**src/rtl/gtp_tx_framer.sv**
```systemverilog
// gtp_tx_framer: TX link-layer framer for a 2-byte 8b10b GTP lane.
// Packs a valid/ready word stream into SOF / payload / CRC-16 / EOF frames.
// Idle commas fill every gap, and over-long or link-lost frames are aborted.
module gtp_tx_framer #(
    parameter int unsigned MAX_PAYLOAD = 256,
    parameter int unsigned MIN_IDLE    = 4
) (
    input  logic        tx_clk,
    input  logic        reset,
    input  logic        link_ready,
    input  logic [15:0] s_tdata,
    input  logic        s_tvalid,
    output logic        s_tready,
    input  logic        s_tlast,
    output logic [15:0] tx_data,
    output logic [1:0]  txcharisk,
    output logic        frame_sent,
    output logic        frame_err
);

    // Code words; byte 0 ([7:0]) goes on the wire first.
    localparam logic [15:0] IdleWord  = 16'h50BC;  // K28.5, D16.2
    localparam logic [7:0]  SofChar   = 8'hFB;     // K27.7, seq in byte 1
    localparam logic [15:0] EofWord   = 16'hFDFD;  // K29.7 x2
    localparam logic [15:0] AbortWord = 16'hFEFE;  // K30.7 x2
    localparam logic [1:0]  KIdle     = 2'b01;
    localparam logic [1:0]  KBoth     = 2'b11;
    localparam logic [1:0]  KNone     = 2'b00;

    localparam logic [16:0] MaxPayload = 17'(MAX_PAYLOAD);
    localparam logic [7:0]  MinIdle    = 8'(MIN_IDLE);

    typedef enum logic [2:0] {
        StIdle,
        StSof,
        StData,
        StCrc,
        StEof,
        StAbort,
        StDrop,
        StGap
    } state_e;

    state_e      state_q, state_d;
    logic [7:0]  seq_q, seq_d;
    logic [7:0]  gap_cnt_q, gap_cnt_d;
    logic [15:0] cnt_q, cnt_d;
    logic [15:0] crc_q, crc_d;
    logic        abort_pend_q, abort_pend_d;   // frame hit MAX_PAYLOAD: CRC then ABORT
    logic        tail_pend_q, tail_pend_d;     // s_tlast not yet consumed for this frame
    logic [15:0] tx_data_q, tx_data_d;
    logic [1:0]  txcharisk_q, txcharisk_d;
    logic        frame_sent_q, frame_sent_d;
    logic        frame_err_q, frame_err_d;

    logic        accept;
    logic [16:0] cnt_inc;

    // CRC-16/CCITT-FALSE over one 16-bit word, bit 15 first.
    function automatic logic [15:0] crc16_word(input logic [15:0] crc, input logic [15:0] data);
        logic [15:0] c;
        c = crc;
        for (int i = 15; i >= 0; i--) begin
            if (c[15] ^ data[i]) begin
                c = {c[14:0], 1'b0} ^ 16'h1021;
            end else begin
                c = {c[14:0], 1'b0};
            end
        end
        return c;
    endfunction

    // Ready depends only on state and link_ready, so producers see it without a cycle of lag.
    assign s_tready = (state_q == StData && link_ready) || (state_q == StDrop);
    assign accept   = s_tvalid && s_tready;
    assign cnt_inc  = {1'b0, cnt_q} + 17'd1;

    // Next-state and next-output: each state computes the word shown on tx_data next cycle.
    always_comb begin
        state_d      = state_q;
        seq_d        = seq_q;
        gap_cnt_d    = gap_cnt_q;
        cnt_d        = cnt_q;
        crc_d        = crc_q;
        abort_pend_d = abort_pend_q;
        tail_pend_d  = tail_pend_q;
        tx_data_d    = IdleWord;
        txcharisk_d  = KIdle;
        frame_sent_d = 1'b0;
        frame_err_d  = 1'b0;

        case (state_q)
            StIdle: begin
                if (link_ready && s_tvalid && gap_cnt_q == 8'd0) begin
                    state_d = StSof;
                end
            end

            StSof: begin
                tx_data_d    = {seq_q, SofChar};
                txcharisk_d  = KIdle;
                crc_d        = 16'hFFFF;
                cnt_d        = 16'd0;
                abort_pend_d = 1'b0;
                tail_pend_d  = 1'b1;
                // A link drop during SOF lets the SOF finish, then aborts.
                state_d      = link_ready ? StData : StAbort;
            end

            StData: begin
                if (!link_ready) begin
                    tx_data_d   = AbortWord;
                    txcharisk_d = KBoth;
                    frame_err_d = 1'b1;
                    seq_d       = seq_q + 8'd1;
                    state_d     = StDrop;
                end else if (s_tvalid) begin
                    tx_data_d   = s_tdata;
                    txcharisk_d = KNone;
                    crc_d       = crc16_word(crc_q, s_tdata);
                    cnt_d       = cnt_inc[15:0];
                    if (s_tlast) begin
                        tail_pend_d = 1'b0;
                        state_d     = StCrc;
                    end else if (cnt_inc == MaxPayload) begin
                        // Frame too long: close it with a CRC, then abort and drain the rest.
                        abort_pend_d = 1'b1;
                        state_d      = StCrc;
                    end
                end
                // No valid word: the default IDLE fill goes out and CRC/count stay put.
            end

            StCrc: begin
                tx_data_d   = crc_q;
                txcharisk_d = KNone;
                state_d     = (abort_pend_q || !link_ready) ? StAbort : StEof;
            end

            StEof: begin
                tx_data_d    = EofWord;
                txcharisk_d  = KBoth;
                frame_sent_d = 1'b1;
                seq_d        = seq_q + 8'd1;
                gap_cnt_d    = MinIdle;
                state_d      = StGap;
            end

            StAbort: begin
                tx_data_d   = AbortWord;
                txcharisk_d = KBoth;
                frame_err_d = 1'b1;
                seq_d       = seq_q + 8'd1;
                if (tail_pend_q) begin
                    state_d = StDrop;
                end else begin
                    // The tail was already consumed, so there is nothing left to drain.
                    gap_cnt_d = MinIdle;
                    state_d   = StGap;
                end
            end

            StDrop: begin
                if (accept && s_tlast) begin
                    gap_cnt_d = MinIdle;
                    state_d   = StGap;
                end
            end

            StGap: begin
                if (gap_cnt_q <= 8'd1) begin
                    // Last gap idle: start the next SOF directly so the wire sees exactly
                    // MIN_IDLE idles between EOF and SOF.
                    gap_cnt_d = 8'd0;
                    state_d   = (link_ready && s_tvalid) ? StSof : StIdle;
                end else begin
                    gap_cnt_d = gap_cnt_q - 8'd1;
                end
            end

            default: begin
                state_d = StIdle;
            end
        endcase
    end

    // State and registered outputs; reset abandons any frame without an EOF.
    always_ff @(posedge tx_clk or posedge reset) begin
        if (reset) begin
            state_q      <= StIdle;
            seq_q        <= 8'd0;
            gap_cnt_q    <= 8'd0;
            cnt_q        <= 16'd0;
            crc_q        <= 16'hFFFF;
            abort_pend_q <= 1'b0;
            tail_pend_q  <= 1'b0;
            tx_data_q    <= IdleWord;
            txcharisk_q  <= KIdle;
            frame_sent_q <= 1'b0;
            frame_err_q  <= 1'b0;
        end else begin
            state_q      <= state_d;
            seq_q        <= seq_d;
            gap_cnt_q    <= gap_cnt_d;
            cnt_q        <= cnt_d;
            crc_q        <= crc_d;
            abort_pend_q <= abort_pend_d;
            tail_pend_q  <= tail_pend_d;
            tx_data_q    <= tx_data_d;
            txcharisk_q  <= txcharisk_d;
            frame_sent_q <= frame_sent_d;
            frame_err_q  <= frame_err_d;
        end
    end

    assign tx_data    = tx_data_q;
    assign txcharisk  = txcharisk_q;
    assign frame_sent = frame_sent_q;
    assign frame_err  = frame_err_q;

endmodule

```
**config.mk**
```make
export PLATFORM = sky130hd
export DESIGN_NAME = gtp_tx_framer
export DESIGN_NICKNAME = d
export VERILOG_FILES = /design/src/rtl/gtp_tx_framer.sv
export SDC_FILE = /design/constraint.sdc
export NUM_CORES = 1
export LEC_CHECK = 0
export ABC_AREA = 1
export BUFFER_PORTS_ARGS = -buffer_cell sky130_fd_sc_hd__buf_2
export CAP_MARGIN = 20
export CORE_ASPECT_RATIO = 1.4
export CORE_MARGIN = 3
export CORE_UTILIZATION = 45
export CTS_CLUSTER_DIAMETER = 80
export DETAILED_ROUTE_END_ITERATION = 8
export MAX_ROUTING_LAYER = met4
export PLACE_DENSITY = 0.69
export SLEW_MARGIN = 20
export SYNTH_ARGS = -nofsm -noshare
export SYNTH_HDL_FRONTEND = slang
export SYNTH_SLANG_ARGS = --single-unit
```
**constraint.sdc**
```tcl
create_clock -name tx_clk -period 3 [get_ports tx_clk]
set_clock_uncertainty 0.15 [all_clocks]
set_input_delay 0.3 -clock tx_clk [delete_from_list [all_inputs] [get_ports tx_clk]]
set_output_delay 0.3 -clock tx_clk [all_outputs]
set_load 0.02 [all_outputs]
```
==> reports/summary.txt <==
status - complete, no violations
CP Buf/Inv Count - 3
Slowest-stage cell, CP - dfrtp_1
Adder-Cell Fraction of Synth Area - 1.46%
final setup TNS - 0 ns
Hold EP - tx_data[4]$_DFF_PP1_
r2r setup slk - 0.82 ns
Seq/Total Area, Yosys - 43.5%
clock-pin slew of the registers on the worst-case setup and hold paths - 0.06 ns
post-route clock period utilization - 72.6%
DP HPWL - 8080 microns
Leakage - 0.00237 uW
met3 wire length - 441 microns
Setup WS post-layout - 0.821 ns
worst-margin pin slew - 0.784 ns
CTS buffer count - 9
maximum clock insertion buffer count - 2
layout cells sized above 1 - 20.2%
pre-CTS setup slack - 0.843 ns
RR Endpoint - crc_q[8]$_DFFE_PP1P_
total vias in the final route - 3727
crit-path max FO - 25
Top Layer Used - met4
Worst Hold Depth - 2
leading cell types in the layout, fill and taps excluded - 121 x nand2_1, 63 x nor2_1, 62 x inv_1
Clk Latency, worst-skew pair - 0.33 ns
Final nets - 610
Compound-Gate Fraction of Synth Area - 11.0%
Die Span X - 88.3 microns
Post-Synthesis Cells - 532
met2 WL - 5390 microns
Ys Warns - 0
Post-Layout Cell Count - 696
Post-Synth XOR/XNOR Area - 9.29%
count of buffers from port buffering - 41
Hold WC Path Type - primary input to flop
Critical Path AT - 2.29 ns
Relative slew margins - 47.7%
max incr delay on CP - 0.45 ns
Crit path max-delay family - simple AND/OR/NAND/NOR gates
antenna-violating nets left - 0
DRC Markers - 0
critical path type - flop to flop
Max Clk Rate - 459 MHz
Rows - 41
Initial Util - 46.8%
core box area - 9130 sq um
Initial DRC Count - 182
Cell Pwr Density - 1070 nW/um^2
worst vdd ir - 0.328 mV
Yosys cell types - 45
Synth Net Count - 558
# resized after CTS - 0
vias per std cell - 5.35
Avg WL per Cell - 15.1 microns
Post-synth top flop - dfrtp_1
synthesized-area fraction occupied by and/or/nand/nor cells - 27.7%
vias in the first global route - 3642
final hold violations - 0
top-area cell type share of the netlist area - 28.7%
DR pass1 iterations - 6
Worst Setup End Kind - flop
CP Data Required Time - 3.11 ns
Max Cap Viol - 0
Post-synth EDFFs - 0
clk root buf - clkbuf_16
r2r startpoint - state_q[2]$_DFFE_PP0P_
largest family of logic cells by synthesized area - simple AND/OR/NAND/NOR gates
die area - 10700 sq um
largest net degree at the start of global routing - 39
post-layout min period - 2.18 ns
Routed met1 length - 4380 microns
Post-Syn Area - 4270 sq um
ant diodes - 0
Routed WL - 10500 microns
first-pass GRT wire length - 17400 microns
Placed Instances - 679
post-synthesis mux area share - 0%
Post-synth ARST share - 100%
CP Launch Type - flop
global placer's final weighted congestion - 0.932
H-tree depth - 3
hold path start - s_tdata[4]
Area Overhead vs Synth - 16.2%
final setup fails - 0
flops & latches, synth - 73
largest cells by area after synthesis - dfrtp_1 29%, dfstp_2 15%, nand2_1 11%
die height - 121 microns
top cell type by total area after synthesis - dfrtp_1
initial antenna violation count - 0
IO Count - 42
Avg Cell Area, Syn - 8.03 sq um
Reg2Reg Depth - 9
Clock Sinks - 73
TritonCTS clock tree - yes
Total GRT Usage - 21.4%
Slew Viols, Final - 0
commonest non-fill, non-tap cell in the layout - nand2_1
RSZ-0062 raised after global routing - false
GRT overflow - 0
worst-path cell chain - inv_2 > nand2_2 > nor2_8 > inv_4 > nor2_8 > nor2_4 > inv_2 > nor2_1 > a31oi_1
cells in the mapped netlist, drive strengths merged (3+ instances only):
master,count
or2,3
xor2,25
nand2,130
dfrtp,49
inv,71
ha,5
nand3,30
nand4,16
a31oi,5
nor3,10
nor2,69
buf,3
o21ai,29
dfstp,24
o22ai,5
o2111ai,5
a21oi,18
xnor2,16
a221o,3
worst reg2reg max path: stages (launching register included):
cell	delay [ns]
dfrtp_1	0.45
inv_2	0.15
nand2_2	0.13
nor2_8	0.20
inv_4	0.10
nor2_8	0.21
nor2_4	0.10
inv_2	0.37
nor2_1	0.08
a31oi_1	0.16
per-layer routing:
| layer | track usage (%) | vias up |
|---|---|---|
| li1 | - | 1839 |
| met1 | 25.1 | 1751 |
| met2 | 35.7 | 111 |
| met3 | 3.46 | 26 |
| met4 | 9.36 | 0 |
| met5 | - | - |
repair_timing:
action                    in CTS  in global routing
buffers inserted               0                  0
hold endpoints to repair      28                  0
hold buffers                   1                  0
logic make-up after synthesis:
family                   after synthesis
XOR/XNOR                              41
AO/OA/AOI/OAI                         77
flip-flops                            73
adder cells (fa/ha/maj)                5
buffers and inverters                 76
AND/OR/NAND/NOR                      260
registers in the layout (all words and copies together), names as in the netlist:
name          count
gap_cnt_q         8
state_q           3
seq_q             8
tail_pend_q       1
frame_sent        1
crc_q            16
frame_err         1
cnt_q            16
txcharisk         2
tx_data          16
abort_pend_q      1
metrics by stage:
step	utilization [%]	power, uW	hold slack, ns	cell area [sq um]
final	54.3	5310	0.0812	4960
after floorplan	-	3450	0.272	4270
after CTS	54.3	5320	0.0690	4960
after global routing	54.3	5720	0.0853	4960
after detailed placement	50.5	4070	0.320	4610
after global placement	50.5	4010	0.321	4610
worst max-delay path by stage:
stage                     cells after the start                        to                   start
after global routing                         14    state_q[1]$_DFFE_PP0P_    cnt_q[0]$_DFFE_PP0P_
after global placement                        8      cnt_q[2]$_DFFE_PP0P_  state_q[2]$_DFFE_PP0P_
after detailed placement                     14    state_q[1]$_DFFE_PP0P_    cnt_q[0]$_DFFE_PP0P_
final                                         9      crc_q[8]$_DFFE_PP1P_  state_q[2]$_DFFE_PP0P_
after floorplan                               1  abort_pend_q$_DFFE_PP0P_                   reset
after CTS                                     9      crc_q[8]$_DFFE_PP1P_  state_q[2]$_DFFE_PP0P_
power by group:
| part | switching (uW) | total (uW) | internal, uW |
|---|---|---|---|
| Sequential | 251 | 1650 | 1400 |
| Combinational | 1610 | 2430 | 821 |
| Clock | 418 | 1230 | 812 |
area by class of cell:
class / instances / area, sq um
clock buffer: 9 / 225
clock inverter: 7 / 119
fill: 868 / 4170
multi-input combinational: 383 / 2110
sequential: 73 / 1860
tap: 107 / 134
timing repair buffer: 46 / 245
inverter: 71 / 272
Note: power is estimated with default switching activity, not from simulation.
